### src/rtl/lu_serial_seq.sv
// Bit-serial sequencer that applies a 1-bit AND/NAND/OR/NOR cell to WIDTH-bit
// operands, LSB first, with valid/ready handshakes on both request and result.
module lu_serial_seq #(
  parameter int WIDTH = 8,
  parameter int CW    = 4
) (
  input  logic             clk,
  input  logic             rst,
  input  logic             in_valid,
  output logic             in_ready,
  input  logic [WIDTH-1:0] a,
  input  logic [WIDTH-1:0] b,
  input  logic [1:0]       op,
  output logic             out_valid,
  input  logic             out_ready,
  output logic [WIDTH-1:0] result,
  output logic             busy
);

  typedef enum logic [1:0] {
    S_IDLE = 2'd0,
    S_RUN  = 2'd1,
    S_DONE = 2'd2
  } state_t;

  localparam logic [CW-1:0] LAST_BIT = CW'(WIDTH - 1);

  state_t           state_q, state_d;
  logic [WIDTH-1:0] a_q, a_d;
  logic [WIDTH-1:0] b_q, b_d;
  logic [1:0]       op_q, op_d;
  logic [WIDTH-1:0] result_q, result_d;
  logic [CW-1:0]    cnt_q, cnt_d;

  logic sel_group, sel_gate, cell_out;

  // The shared logic cell: group picks AND vs OR, gate inverts the result.
  assign sel_group = ~op_q[1];
  assign sel_gate  = op_q[0];
  assign cell_out  = (sel_group ? (a_q[0] & b_q[0]) : (a_q[0] | b_q[0])) ^ sel_gate;

  // NOTE: sequential state uses non-blocking assignments so every register
  // samples its pre-edge value, independent of statement order.
  always_ff @(posedge clk) begin
    if (rst) begin
      state_q <= S_IDLE;
    end else begin
      state_q <= state_d;
    end
  end

  // NOTE: every combinational output gets a default first so no path through
  // the case statement can leave it unassigned and infer a latch.
  always_comb begin
    state_d = state_q;
    case (state_q)
      S_IDLE:  if (in_valid)           state_d = S_RUN;
      S_RUN:   if (cnt_q == LAST_BIT)  state_d = S_DONE;
      S_DONE:  if (out_ready)          state_d = S_IDLE;
      default:                         state_d = S_IDLE;
    endcase
  end

  always_comb begin
    in_ready  = 1'b0;
    out_valid = 1'b0;
    busy      = 1'b0;
    case (state_q)
      S_IDLE:  in_ready  = 1'b1;
      S_RUN:   busy      = 1'b1;
      S_DONE:  out_valid = 1'b1;
      default: ;
    endcase
  end

  // Datapath: latch on accept, shift one bit per cycle in RUN, hold otherwise.
  always_comb begin
    a_d      = a_q;
    b_d      = b_q;
    op_d     = op_q;
    result_d = result_q;
    cnt_d    = cnt_q;
    case (state_q)
      S_IDLE: begin
        if (in_valid) begin
          a_d      = a;
          b_d      = b;
          op_d     = op;
          result_d = '0;
          cnt_d    = '0;
        end
      end
      S_RUN: begin
        result_d = {cell_out, result_q[WIDTH-1:1]};
        a_d      = a_q >> 1;
        b_d      = b_q >> 1;
        cnt_d    = cnt_q + CW'(1);
      end
      default: ;
    endcase
  end

  always_ff @(posedge clk) begin
    if (rst) begin
      a_q      <= '0;
      b_q      <= '0;
      op_q     <= '0;
      result_q <= '0;
      cnt_q    <= '0;
    end else begin
      a_q      <= a_d;
      b_q      <= b_d;
      op_q     <= op_d;
      result_q <= result_d;
      cnt_q    <= cnt_d;
    end
  end

  assign result = result_q;

endmodule

### config.mk
export PLATFORM = sky130hd
export DESIGN_NAME = lu_serial_seq
export DESIGN_NICKNAME = d
export VERILOG_FILES = /design/src/rtl/lu_serial_seq.sv
export SDC_FILE = /design/constraint.sdc
export NUM_CORES = 1
export LEC_CHECK = 0
export BUFFER_PORTS_ARGS = -buffer_cell sky130_fd_sc_hd__buf_4
export CELL_PAD_IN_SITES_DETAIL_PLACEMENT = 1
export CELL_PAD_IN_SITES_GLOBAL_PLACEMENT = 1
export CORE_MARGIN = 2
export CORE_UTILIZATION = 41
export DETAILED_ROUTE_END_ITERATION = 10
export HOLD_SLACK_MARGIN = 0.08
export PLACE_DENSITY = 0.8
export SLEW_MARGIN = 10
export SYNTH_ARGS = -nofsm -noshare
export SYNTH_HDL_FRONTEND = slang
export SYNTH_SLANG_ARGS = --single-unit
export TNS_END_PERCENT = 20
### constraint.sdc
create_clock -name clk -period 4 [get_ports clk]
set_input_delay 0.6 -clock clk [delete_from_list [all_inputs] [get_ports clk]]
set_output_delay 0.6 -clock clk [all_outputs]
set_load 0.03 [all_outputs]
; ---- After elaboration in Yosys (flattened, before gate mapping)
; Index checks and enable logic that the tools add are counted.
[totals]
ff_bits = 32
inputBits = 22
out_inout_bits = 11
wordCells = 37
[classes]
n_addsub = 1
n_eq_ne = 6
muxes = 16
bitwise = 3
n_reduce_logical = 5
[ops]
columns = op, n
row1 = one-hot mux 8 bit (2 select lines), 3
row2 = two-way mux 8 bit, 3
row3 = one-hot mux 4 bit (2 select lines), 1
row4 = two-way mux 2 bit, 3
row5 = "inequality test 2 bit, second input constant", 3
row6 = one-hot mux 2 bit (3 select lines), 1
row7 = "adder 4 x 1 -> 4 bit, second input constant", 1
row8 = "equality test 4 x 3 -> 1 bit, second input constant", 1
row9 = two-way mux 1 bit, 4
row10 = two-way mux 4 bit, 1
row11 = AND reduction 2 bit, 2
row12 = AND reduction 3 bit, 1
row13 = "equality test 2 x 1 -> 1 bit, second input constant", 1
row14 = "equality test 2 bit, second input constant", 1
row15 = zero test 2 bit, 1
row16 = nonzero test 2 bit, 1
row17 = AND 1 bit, 1
row18 = OR 1 bit, 1
row19 = XOR 1 bit, 1

; ---- Longest topological paths before layout
; Gate-level depths: netlist of run 1.
[logic_depth]
depth_word = 4
mapped_depth = 7
ltp_nobuf = 4

; ---- Worst setup path before layout of run 1
; OpenSTA, ideal clock, no wires.
[synth_timing]
path_kind = reg-to-output
startpoint = reg state_q[1]
endpoint = out busy
arrival_time_ns = 1.007
slack_ns = 2.393
stages_incl_launch_ff = 6
n_path_buf = 3
cell_sequence = dfxtp_1 -> buf_6 -> nand2b_1 -> buf_6 -> inv_4 -> buf_2
[synth_via]
elab_chain_len = 2
[synth_rtl]
columns = element, line_no
row1 = from (decl), 28  ; state_t state_q, state_d;
row2 = from (signal assigned), 48  ; state_q <= state_d;
row3 = equality test 2 x 1 -> 1 bit, 68  ; case (state_q)
row4 = two-way mux 1 bit, 68
row5 = to (decl), 17  ; output logic busy
; No other way between the ends.

; ---- Worst setup path in the final report of run 1
[layout_timing]
startpoint = reg state_q[0]
endpoint = out busy
; Same word-level chain as after synthesis.

==> impl_metrics.toml, run 1 <==
[sta]
finalMaxSlewViolations = 0
fin_crit_sh_pct = 65.6
hold_violations = 0
rsz0062_at_grt = "false"
worstMarginPinSlew_ns = 1.00
period_needed_ns = 2.62
fmaxAchievable_ghz = 0.381
slew_headroom_pct = 33.2
clock-skew-final_ns = 0.00641
fin_tns_setup_ns = 0
finalSetupViolCount = 0

[floorplan]
die_w_um = 61.7
dieArea_um2 = 3800
core-area_um2 = 3100
die_height_um = 61.7
start_util_pct = 43.9
rows = 20
io-pin-count = 33

[synthesis]
yosys_most_used_dff = "dfxtp_1"
netlist_top_cells_area = "dfxtp_1, a21oi_1, nand2_1"
postSynthCellCount = 153
synth_edf_count = 0
synth_cell_types = 34
synthArstFlopShare_pct = 0
netlist_area_um2 = 1360
syn-mean-instance-area_um2 = 8.91
syn_nets = 176
ys_seq_elements = 32
yosys.area.top_type_share_pct = 47.0
synth_seq_area_share_pct = 47.0
synth_warnings = 0
synth_top_cell_by_area = "dfxtp_1"

[placed_design]
place_hpwl_um = 2210
place_congestion = 0.716
dpl_cell_area_um2 = 1560
portBuffers = 32

[clock_network]
clkTransAtPathRegs_ns = 0.10
cts.sinks = 32
cts_made_buffers = 5
cts_root_buf = "clkbuf_4"
ctsHoldBuffers = 0
ctsResizeCount = 0
cts_tree = "yes"
clk_path_buf_depth = 2
clkLatencyLatePin_ns = 0.34
post_cts_buffers = 0
htreeDepth = 2

[min_path]
hold_class = "reg -> reg"

[power_and_ir_drop]
switching_share_pct = 26.7
p_sw_mw = 0.164
p_per_area_nw_per_um2 = 381
intPower_mw = 0.451
combinationalPowerShare_pct = 12.4
power_frac_seq_pct = 55.6
ir_worst_vdd_v = 0.000195
leakagePower_nw = 0.626
clkPwrFrac_pct = 32.0

[worst_setup_path]
worstSetupStartpointType = "register"
cp_data_required_time_ns = 3.40
crit_arrival_ns = 2.02
critPathKind = "reg -> out"
crit_path_end_kind = "output pin"
path_max_fanout = 25

[detailed_routing]
first_iter_violations = 71
routed-via-count = 1187
ant_nets = 0
drt_first_pass_iters = 4
vias_per_cell = 5.32
routed_wirelength_um = 3270
avgRoutedWirePerCell_um = 14.7
drc = 0

[layout]
stdcell_area_um2 = 1620
final_layout_size_suffix_gt1_share_pct = 25.1
final_cell_mix = "dfxtp_1, buf_4, a21oi_1"
insertedDiodeCount = 0
syn2layout_area_growth_pct = 18.6
final_nets = 201

[global_routing]
antenna_found_initial = 0
grt_pass1_wl_um = 5350
overflow = 0
grt_usage_pct = 19.7
grt_pass1_vias = 1216
grt_max_degree = 35

[flow_run]
cap_violations = 0

[run_status]
outcome = "complete, no violations"
state kept, by name, indices dropped and copies added, names as in the netlist:
name and flops:
op_q 2, a_q 8, b_q 8, result 8, state_q 2, cnt_q 4
critical path, cell delays in order (launching register included):
cell and delay, ns:
dfxtp_1 0.52, nand2b_1 0.51, inv_4 0.41, buf_4 0.23
power by group through the flow:
stage	Combinational [mW]	Sequential (mW)	Clock, mW
2_1_floorplan	0.0558	0.347	0
3_3_place_gp	0.0735	0.349	0
3_5_place_dp	0.0773	0.350	0
4_1_cts	0.0773	0.342	0.203
5_1_grt	0.0849	0.345	0.219
6_report	0.0763	0.343	0.197
logic make-up after synthesis:
| family | count (synthesis) | synth area share [%] |
|---|---|---|
| compound gates | 45 | 21.9 |
| fa+ha+maj | 2 | 1.65 |
| buf+inv | 18 | 8.63 |
| flops | 32 | 47.0 |
| mux | 2 | 1.47 |
| simple gates | 54 | 19.4 |
Yosys cell counts, drive strengths merged, types with 3 or more instances:
cell / count
nand3: 11
nor2: 10
dfxtp: 32
a21oi: 26
buf: 9
nand2: 24
a22oi: 9
clkbuf: 5
inv: 4
o221a: 3
routing by layer:
metal | GRT usage, % | wire length (um) | vias to the layer above
li1 | - | - | 591
met1 | 21.5 | 1400 | 565
met2 | 35.6 | 1690 | 25
met3 | 6.30 | 142 | 6
met4 | 6.38 | 45 | 0
met5 | 0 | 0 | -
area by class of cell:
type / instances / area (um^2)
fillers: 393 / 1490
flip-flops and latches: 32 / 641
multi-input cells: 103 / 604
repair buffers: 32 / 240
clock buffers: 8 / 58.8
well taps: 44 / 55.1
inverters: 4 / 17.5
path summary, 6_finish.rpt:
kind,slack [ns],depth (start not counted),endpoint,start
worst min register to register,0.46,2,b_q[3],b_q[3]
worst min-delay path,0.46,2,b_q[3],b_q[3]
worst max register to register,1.99,4,result[7],state_q[0]
worst max-delay path,1.38,3,busy,state_q[0]
stage by stage:
stage	util (%)	hold WS (ns)	setup slack, ns	std cells	total power [mW]
after global routing	52.1	0.491	1.20	223	0.649
after global placement	50.2	0.445	1.81	215	0.422
after detailed placement	50.2	0.451	1.71	215	0.427
after CTS	52.1	0.465	1.37	223	0.623
after floorplan	-	0.436	2.39	153	0.403
final	52.1	0.462	1.38	223	0.616
No activity file was read; power rests on OpenSTA's default activity.
==> run 2: changes to the inputs <==
CORE_UTILIZATION = 35   (was 41)
PLACE_DENSITY = 0.72   (was 0.8)
clock period = 2.3 ns   (was 4 ns; I/O delays follow)
==> run 2 against run 1 <==
  * Combinational power rose by 81%
  * Die area up 16%
  * Critical path depth did not move
  * Sequential cell count stayed put
  * Utilization fell by 7.0 points
  * Global-route usage is 3.2 points lower
  * Non-clock buffer count grew 3
  * Clock skew down 0.0037 ns
  * Clock power up 100%
  * Hold slack got worse by 0.14 ns
  * Sequential power increased by 74%
  * Total power rose by 83%
==> impl_metrics.toml, run 2 (same netlist as run 1, synthesis figures left out) <==
[run_status]
outcome = "complete, no violations"

[detailed_routing]
vias_per_cell = 5.29
avgRoutedWirePerCell_um = 14.4
routed-via-count = 1211
ant_nets = 0
routed_wirelength_um = 3290
drc = 0
drt_first_pass_iters = 4
first_iter_violations = 82

[sta]
finalMaxSlewViolations = 0
slew_headroom_pct = 52.5
finalSetupViolCount = 0
clock-skew-final_ns = 0.00267
rsz0062_at_grt = "false"
hold_violations = 0
worstMarginPinSlew_ns = 0.712
fin_tns_setup_ns = 0
worst_slack_ns = 0.559
fmaxAchievable_ghz = 0.574
period_needed_ns = 1.74
fin_crit_sh_pct = 75.7

[placed_design]
dp_slack_ns = 0.566
place_hpwl_um = 2230
dpl_cell_area_um2 = 1590
portBuffers = 32
place_congestion = 0.805

[floorplan]
die_height_um = 66.4
dieArea_um2 = 4410
rows = 22
start_util_pct = 36.9
die_w_um = 66.4
io-pin-count = 33
core-area_um2 = 3690

[worst_setup_path]
path_cells = "nand2b_1 > inv_4 > buf_4"
worstSetupStartpointType = "register"
path_max_fanout = 25
critPathKind = "reg -> out"
crit_buf_inv = 2
rr_startpoint = "state_q[0]"
crit_arrival_ns = 1.40
crit_path_end_kind = "output pin"
max_stage_delay_ns = 0.49
critPathSlowestCell = "dfxtp_1"
startpoint = "state_q[0]"
cp_data_required_time_ns = 1.96
critPathTopFamily = "flip-flops"

[clock_network]
clk_path_buf_depth = 2
post_cts_buffers = 0
clkTransAtPathRegs_ns = 0.06
cts_made_buffers = 5
cts.sinks = 32
ctsHoldBuffers = 0
clkLatencyLatePin_ns = 0.27
ctsResizeCount = 0
cts_tree = "yes"
htreeDepth = 2
cts_root_buf = "clkbuf_8"

[power_and_ir_drop]
leakagePower_nw = 0.649
ir_worst_vdd_v = 0.000318
p_per_area_nw_per_um2 = 679

[layout]
stdcell_area_um2 = 1660
final_layout_size_suffix_gt1_share_pct = 26.5
syn2layout_area_growth_pct = 22.0
final_cell_mix = "buf_4, dfxtp_1, a21oi_1"
insertedDiodeCount = 0
final_nets = 204
final_common_cell = "buf_4"
fill_cells = 469

[global_routing]
grt_max_degree = 35
grt_pass1_wl_um = 5560
antenna_found_initial = 0
grt_usage_pct = 16.5
overflow = 0
grt_pass1_vias = 1248

[min_path]
hold_class = "in -> reg"
min_from = "b[7]"

[flow_run]
cap_violations = 0
==> run 2: where the power goes <==
group / switching (mW) / internal, mW / total (mW)
logic: 0.0789 / 0.0595 / 0.138
registers: 0.0165 / 0.580 / 0.596
clock network: 0.188 / 0.205 / 0.394
total: 0.284 / 0.845 / 1.13
==> run 2: final timing paths <==
path	end	depth (start not counted)	slack (ns)
setup / recovery	busy	3	0.56
hold / removal	b_q[7]	3	0.32
setup reg to reg	a_q[3]	3	0.60
hold reg to reg	b_q[3]	2	0.46
==> run 2: final cells by class <==
type	instances	area (um^2)	share of cell area [%]
clock buffer	6	72.6	4.36
inverter	4	17.5	1.05
multi-input combinational	103	604	36.3
timing repair buffer	35	263	15.8
sequential	32	641	38.5
clock inverter	1	5.00	0.301
tap	48	60.1	3.61
==> run 2: tightest hold or removal path, stage by stage <==
cell	delay, ns
buf_4	0.11
nand2_1	0.04
a21oi_1	0.05
==> run 2: metal layers <==
metal | wire, um | GRT usage, % | share of wire, %
met2 | 1660 | 28.7 | 50
met3 | 136 | 3.75 | 4.1
met1 | 1440 | 19.4 | 44
met5 | 0 | 0 | 0
met4 | 56 | 6.38 | 1.7
==> run 2: stage by stage <==
step,util [%],power [mW],cells,hold slack [ns]
after detailed placement,43.0,0.748,222,0.448
after global routing,45.1,1.18,229,0.322
after CTS,45.1,1.14,229,0.315
after global placement,43.0,0.740,222,0.442
after floorplan,-,0.700,153,0.436
final,45.1,1.13,229,0.320
==> run 3: changes to the inputs <==
clock period = 1.57 ns   (was 2.3 ns; I/O delays follow)
==> run 3 against run 2 <==
  * Non-clock buffer count rose by 5
  * Setup slack got worse by 0.48 ns
  * First-iteration DRC count fell by 68%
  * Sequential share of layout area fell by 0.91 points
  * Clock power rose by 46%
  * Die area did not move
  * Largest cell class unchanged
  * Cell count rose by 2.2%
  * Sequential cell count did not move
  * Register-to-register slack got worse by 0.40 ns
  * Via count fell by 1.2%
  * Utilization rose by 1.1 points
==> impl_metrics.toml, run 3 (same netlist as run 1, synthesis figures left out) <==
[detailed_routing]
drc = 0
routed-via-count = 1196
first_iter_violations = 26
ant_nets = 0
avgRoutedWirePerCell_um = 14.0
drt_first_pass_iters = 4
routed_wirelength_um = 3280
vias_per_cell = 5.11

[worst_setup_path]
crit_path_end_kind = "output pin"
cp_data_required_time_ns = 1.33
path_cells = "nand2b_1 > inv_6 > buf_4"
max_stage_delay_ns = 0.33
path_max_fanout = 25
worstSetupStartpointType = "register"
critPathSlowestCell = "dfxtp_1"
crit_arrival_ns = 1.25
critPathKind = "reg -> out"

[layout]
syn2layout_area_growth_pct = 25.0
fill_cells = 439
final_cell_mix = "buf_4, dfxtp_1, a21oi_1"
final_common_cell = "buf_4"
instances_no_fill = 234
insertedDiodeCount = 0
final_nets = 209
final_layout_size_suffix_gt1_share_pct = 28.5

[clock_network]
cts.sinks = 32
clk_path_buf_depth = 2
clkLatencyLatePin_ns = 0.28
clkTransAtPathRegs_ns = 0.06
cts_made_buffers = 5
ctsResizeCount = 0
post_cts_buffers = 0
cts_tree = "yes"
cts_root_buf = "clkbuf_8"
htreeDepth = 2
ctsHoldBuffers = 0

[sta]
period_needed_ns = 1.49
finalMaxSlewViolations = 0
slew_headroom_pct = 74.0
rsz0062_at_grt = "false"
hold_violations = 0
worstMarginPinSlew_ns = 0.380
finalSetupViolCount = 0
fin_tns_setup_ns = 0
fin_crit_sh_pct = 94.8
fmaxAchievable_ghz = 0.672
clock-skew-final_ns = 0.00546

[floorplan]
rows = 22
die_w_um = 66.4
io-pin-count = 33
die_height_um = 66.4
core-area_um2 = 3690
start_util_pct = 36.9
dieArea_um2 = 4410

[global_routing]
overflow = 0
antenna_found_initial = 0
grt_usage_pct = 17.1
grt_pass1_wl_um = 5600
grt_max_degree = 35
grt_pass1_vias = 1227

[power_and_ir_drop]
leakagePower_nw = 0.673
combinationalPowerShare_pct = 13.0
ir_worst_vdd_v = 0.000432
p_sw_mw = 0.418
switching_share_pct = 25.1
power_frac_seq_pct = 52.3
intPower_mw = 1.25
clkPwrFrac_pct = 34.6
p_per_area_nw_per_um2 = 977

[flow_run]
cap_violations = 0

[placed_design]
place_congestion = 0.784
placedCellCount = 227
portBuffers = 32
place_hpwl_um = 2450

[min_path]
hold_class = "in -> reg"

[run_status]
outcome = "complete, no violations"
[run 3: cell count changes in the layout (fill, tap and decap cells not counted)]
| cell | before | now |
|---|---|---|
| inv_4 | 1 | 0 |
| inv_6 | 0 | 1 |
| buf_4 | 35 | 40 |
[run 3: cell type report]
cell class	instances	area [um^2]	area share [%]
Sequential cell	32	641	37.6
Multi-Input combinational cell	103	604	35.5
Timing Repair Buffer	40	300	17.6
Clock buffer	6	72.6	4.26
Tap cell	48	60.1	3.53
Inverter	4	20.0	1.18
Clock inverter	1	5.00	0.294
[run 3: final timing paths]
check	start	to	depth (start not counted)	slack, ns
setup / recovery	state_q[1]	busy	3	0.08
hold / removal	a[7]	a_q[7]	3	0.21
setup reg to reg	state_q[1]	cnt_q[3]	4	0.20
hold reg to reg	a_q[5]	a_q[5]	2	0.45
[run 3: layer usage]
| metal | up-vias | global-route usage, % | wire, um |
|---|---|---|---|
| met2 | 23 | 27.9 | 1620 |
| met3 | 8 | 6.13 | 159 |
| met5 | - | 0 | 0 |
| met4 | 0 | 6.89 | 61 |
| met1 | 561 | 20.3 | 1440 |
| li1 | 604 | - | - |
[run 3: power by group through the flow]
stage	registers (mW)	clock network [mW]	logic [mW]
5_1_grt	0.875	0.642	0.243
4_1_cts	0.872	0.598	0.220
6_report	0.871	0.576	0.217
3_5_place_dp	0.889	0	0.219
3_3_place_gp	0.886	0	0.210
2_1_floorplan	0.884	0	0.142
[run 3: worst max-delay path, delay by kind of cell (launching register included)]
family	cells	cell delay, ns
flops	1	0.33
simple gates	1	0.24
buf+inv	2	0.41
[run 3: per-stage QoR]
step	hold slack [ns]	util [%]	setup slack [ns]	power [mW]	instance area, um^2
floorplan	0.371	-	0.256	1.03	1360
global placement	0.443	44.0	0.246	1.10	1620
detailed placement	0.451	44.0	0.208	1.11	1620
CTS	0.197	46.1	0.0343	1.69	1700
global route	0.207	46.2	0.00478	1.76	1700
finish	0.207	46.2	0.0819	1.66	1700
